<file path="config.mk">
export PLATFORM = sky130hd
export DESIGN_NAME = dmem_arbiter
export DESIGN_NICKNAME = d
export VERILOG_FILES = /design/src/rtl/dmem_arbiter.sv
export SDC_FILE = /design/constraint.sdc
export NUM_CORES = 1
export LEC_CHECK = 0
export BUFFER_PORTS_ARGS = -buffer_cell sky130_fd_sc_hd__clkbuf_2
export CORE_MARGIN = 10
export CORE_UTILIZATION = 44
export DETAILED_ROUTE_END_ITERATION = 16
export PLACE_DENSITY = 0.81
export SLEW_MARGIN = 20
export SYNTH_ARGS = -nofsm -noshare
export SYNTH_HDL_FRONTEND = slang
export SYNTH_SLANG_ARGS = --single-unit
</file>
<file path="constraint.sdc">
create_clock -name clock -period 1.97 [get_ports clock]
set_clock_uncertainty 0.2 [all_clocks]
set_input_delay 0.0985 -clock clock [delete_from_list [all_inputs] [get_ports clock]]
set_output_delay 0.0985 -clock clock [all_outputs]
set_load 0.05 [all_outputs]
</file>
<file path="src/rtl/dmem_arbiter.sv">
// Single-port DataMemory arbiter: CPU fixed priority, debug wins after MAX_WAIT denied cycles.
// Grants are combinational; read data returns one cycle after grant; no queueing, requesters hold until granted.
module dmem_arbiter #(
    parameter int ADDR_W   = 16,
    parameter int DATA_W   = 16,
    parameter int MAX_WAIT = 4
) (
    input  logic              clock,
    input  logic              reset,
    input  logic              cpu_req,
    input  logic              cpu_we,
    input  logic [ADDR_W-1:0] cpu_addr,
    input  logic [DATA_W-1:0] cpu_wdata,
    output logic              cpu_gnt,
    output logic              cpu_rvalid,
    output logic [DATA_W-1:0] cpu_rdata,
    input  logic              dbg_req,
    input  logic              dbg_we,
    input  logic [ADDR_W-1:0] dbg_addr,
    input  logic [DATA_W-1:0] dbg_wdata,
    output logic              dbg_gnt,
    output logic              dbg_rvalid,
    output logic [DATA_W-1:0] dbg_rdata,
    output logic [ADDR_W-1:0] mem_address,
    output logic [DATA_W-1:0] mem_data,
    output logic              mem_wren,
    input  logic [DATA_W-1:0] mem_q
);

    localparam int CNT_W = $clog2(MAX_WAIT + 1);

    logic [CNT_W-1:0]  wait_cnt;
    logic              dbg_win;
    logic              cpu_win;
    logic              cpu_pend;
    logic              dbg_pend;
    logic [DATA_W-1:0] cpu_hold;
    logic [DATA_W-1:0] dbg_hold;

    always_comb begin
        dbg_win = 1'b0;
        cpu_win = 1'b0;
        if (!reset) begin
            dbg_win = dbg_req && (!cpu_req || wait_cnt == CNT_W'(MAX_WAIT));
            cpu_win = cpu_req && !dbg_win;
        end
    end

    assign cpu_gnt = cpu_win;
    assign dbg_gnt = dbg_win;

    always_comb begin
        mem_address = '0;
        mem_data    = '0;
        mem_wren    = 1'b0;
        if (dbg_win) begin
            mem_address = dbg_addr;
            mem_data    = dbg_wdata;
            mem_wren    = dbg_we;
        end else if (cpu_win) begin
            mem_address = cpu_addr;
            mem_data    = cpu_wdata;
            mem_wren    = cpu_we;
        end
    end

    always_ff @(posedge clock) begin
        if (reset) begin
            wait_cnt <= '0;
            cpu_pend <= 1'b0;
            dbg_pend <= 1'b0;
            cpu_hold <= '0;
            dbg_hold <= '0;
        end else begin
            if (dbg_req && !dbg_win) begin
                if (wait_cnt != CNT_W'(MAX_WAIT))
                    wait_cnt <= wait_cnt + CNT_W'(1);
            end else begin
                wait_cnt <= '0;
            end
            cpu_pend <= cpu_win && !cpu_we;
            dbg_pend <= dbg_win && !dbg_we;
            if (cpu_rvalid)
                cpu_hold <= mem_q;
            if (dbg_rvalid)
                dbg_hold <= mem_q;
        end
    end

    // A return that lands while reset is high belongs to an aborted access and is dropped.
    assign cpu_rvalid = cpu_pend && !reset;
    assign dbg_rvalid = dbg_pend && !reset;
    assign cpu_rdata  = cpu_rvalid ? mem_q : cpu_hold;
    assign dbg_rdata  = dbg_rvalid ? mem_q : dbg_hold;

endmodule

</file>
==> results.sh <==
export IMPL_run_status="complete, no violations"
export IMPL_p_int_w=0.00134
export IMPL_critPathLaunchType="flip-flop"
export IMPL_avgSynthCellArea_um2=9.14
export IMPL_fin_crit_sh=0.992
export IMPL_arrival_ns=1.66
export IMPL_maxCapViolCount=0
export IMPL_rr_endpoint="wait_cnt[2]"
export IMPL_worstSetupEndpointType="output port"
export IMPL_crit_start="wait_cnt[1]"
export IMPL_die_w_um=97.4
export IMPL_ir_drop_uv=309
export IMPL_synth_mux_area_frac=0.271
export IMPL_reg2reg_setup_slack_ns=0.50
export IMPL_placed_area_mm2=0.00344
export IMPL_cts_tree="yes"
export IMPL_crit_path_end="mem_address[3]"
export IMPL_most_common_layout_cells="clkbuf_2 (119), nand3b_1 (67), dfxtp_1 (36), nor2_1 (34), mux2i_1 (32)"
export IMPL_ios=155
export IMPL_portBuffers=154
export IMPL_switchingPower_w=0.000754
export IMPL_synth_adder_area_share=0.00951
export IMPL_hold_worst_slack_ns=0.123
export IMPL_rows=28
export IMPL_drv_slew=0
export IMPL_areaGrowthSynthToFinish_pct=59.6
export IMPL_max_clock_path_buffers=2
export IMPL_grt_max_degree=64
export IMPL_max_freq_mhz=512
export IMPL_ys_seq_elements=37
export IMPL_grt_use_total=0.176
export IMPL_netlist_area_mm2=0.00263
export IMPL_regArea_um2=742
export IMPL_required_ns=1.67
export IMPL_vias=2903
export IMPL_synth_warning_count=0
export IMPL_multi_input_area_mm2=0.00187
export IMPL_drive_gt1_frac=0.536
export IMPL_die_area_mm2=0.00948
export IMPL_cp_depth=7
export IMPL_crit_family="buffers and inverters"
export IMPL_initial_core_util=0.450
export IMPL_viasPerCell=5.50
export IMPL_hpwlAfterDp_um=6350
export IMPL_ff2ff_path_depth=4
export IMPL_path_buf_inv=4
export IMPL_drc=0
export IMPL_overflow=0
export IMPL_clockPowerShare=0.242
export IMPL_stdcell_count=528
export IMPL_slowest_delay_ns=0.34
export IMPL_worst_setup_hold_path_clk_slew_ns=0.07
export IMPL_power_frac_seq=0.372
export IMPL_grt_pass1_wl_um=14500
export IMPL_cts_sinks=37
export IMPL_first_global_vias=2985
export IMPL_synth_simple_gate_area_frac=0.267
export IMPL_routed_wl_um=9790
export IMPL_antenna_found_initial=0
export IMPL_hold_path_class="primary input to flip-flop"
export IMPL_period_needed_ns=1.95
export IMPL_die_h_um=97.4
export IMPL_nFillCells=393
export IMPL_cts_buffers=5
export IMPL_path_max_fanout=13
export IMPL_synthDistinctLibCells=23
export IMPL_setup_viol=0
export IMPL_cts_max_level=2
export IMPL_hold_path_depth=3
export IMPL_worstSkewPairLatency_ns=0.28
export IMPL_clock_root_buffer="clkbuf_8"
export IMPL_routedWlPerCell_um=18.5
export IMPL_crit_path_frequent_cell="buf_4"
export IMPL_crit_chain="inv_2 -> ha_4 -> a21boi_4 -> buf_4 -> buf_12 -> o22ai_2 -> buf_4"
export IMPL_slowest_stage="dfxtp_1"
export IMPL_power_frac_comb=0.386
export IMPL_reg2reg_from="wait_cnt[1]"
export IMPL_drt_pass1_iterations=4
export IMPL_tightest_slew_ns=0.406
export IMPL_diodes=0
export IMPL_coreArea_mm2=0.00585
export IMPL_place_gp_congestion=0.777
export IMPL_final_nets=540
export IMPL_synthCells=288
export IMPL_layout_commonest_cell="clkbuf_2"
export IMPL_synthXorXnorAreaFrac=0
export IMPL_switching_share=0.360
export IMPL_p_leak_nw=1.85
export IMPL_ant_nets=0
export IMPL_drtIter0Drc=100
export IMPL_design_area_mm2=0.00420
export IMPL_place_inst=493
export IMPL_ys_seq_area_frac=0.281
export IMPL_synth_compound_area_frac=0.0903
export IMPL_synth_top_family_by_area="multiplexers"
export IMPL_synthesis_nets=376
export IMPL_path_class="flip-flop to output port"
export IMPL_maxSlewHeadroom=0.729
export IMPL_power_density_mw_per_mm2=498
export IMPL_hold_viol=0
-- registers in the layout, indices dropped and copies added (netlist names) --
signal / flops
cpu_hold: 16
dbg_hold: 16
wait_cnt: 3
cpu_pend: 1
dbg_pend: 1
-- worst min path at each step --
| stage | from | to | slack (ns) |
|---|---|---|---|
| floorplan | cpu_we | cpu_pend | -0.02 |
| finish | dbg_req | dbg_pend | 0.12 |
| detailed placement | cpu_we | cpu_pend | 0.09 |
| global route | dbg_req | dbg_pend | 0.14 |
| CTS | dbg_req | dbg_pend | 0.11 |
| global placement | cpu_we | cpu_pend | 0.09 |
-- per-stage QoR --
| stage | total power, W | utilization | setup TNS (ns) | worst slack [ns] |
|---|---|---|---|---|
| 2_1_floorplan | 0.00126 | - | -5.82 | -0.194 |
| 3_3_place_gp | 0.00145 | 0.588 | 0 | 0.123 |
| 3_5_place_dp | 0.00146 | 0.588 | 0 | 0.0913 |
| 4_1_cts | 0.00204 | 0.666 | 0 | 0.00330 |
| 5_1_grt | 0.00220 | 0.718 | -0.334 | -0.0449 |
| 6_report | 0.00209 | 0.718 | 0 | 0.0154 |
-- Yosys cell counts --
master / count / area, µm²
a211oi_1: 2 / 15.0
a21boi_2: 1 / 11.3
a21oi_1: 1 / 5.00
and3_1: 1 / 6.26
buf_12: 1 / 20.0
buf_2: 16 / 80.1
buf_4: 1 / 7.51
buf_6: 4 / 45.0
clkbuf_1: 12 / 45.0
dfxtp_1: 37 / 741
ha_1: 2 / 25.0
inv_1: 4 / 15.0
mux2_2: 23 / 259
mux2_4: 9 / 135
mux2i_1: 32 / 320
nand2b_1: 3 / 18.8
nand2b_4: 1 / 13.8
nand3b_1: 67 / 503
nor2_1: 34 / 128
nor2b_4: 1 / 13.8
nor3_1: 2 / 10.0
o22ai_1: 33 / 206
or3b_2: 1 / 8.76
-- final cells by class --
| class | count | area share |
|---|---|---|
| multi-input cells | 213 | 0.444 |
| repair buffers | 191 | 0.333 |
| flip-flops and latches | 37 | 0.177 |
| well taps | 75 | 0.0223 |
| clock buffers | 5 | 0.0164 |
| clock inverters | 3 | 0.00417 |
| inverters | 4 | 0.00357 |
-- routing by layer --
metal | vias up | global-route usage | routed length (µm) | share of wire
li1 | 1372 | - | - | -
met1 | 1362 | 0.188 | 3810 | 0.39
met2 | 150 | 0.300 | 4720 | 0.48
met3 | 19 | 0.0896 | 1110 | 0.11
met4 | 0 | 0.0425 | 150 | 0.015
met5 | - | 0 | 0 | 0
-- tightest hold or removal path: cells and delay by family --
kind          cells  cell delay, ns
simple gates      2            0.22
buf+inv           1            0.24
-- timing repair --
action,CTS,global route
buffers inserted,1,3
pin swaps,0,2
endpoints found under the hold margin,34,0
gates cloned,0,5
hold buffers,18,0
setup endpoints to repair,37,34
gates resized for setup,51,68
-- power by group through the flow --
stage                     logic [W]  clock network, W  registers [W]
after floorplan            0.000466                 0       0.000792
final                      0.000809          0.000506       0.000779
after global routing       0.000855          0.000560       0.000782
after CTS                  0.000739          0.000522       0.000779
after global placement     0.000657                 0       0.000794
after detailed placement   0.000666                 0       0.000796
-- cells by family after synthesis --
logic type                 after synthesis
adders and majority gates                2
AOI/OAI and AO/OA                       37
muxes                                   64
and+or+nand+nor                        110
buffers and inverters                   38
DFF                                     37
No activity file was read; power rests on OpenSTA's default activity.
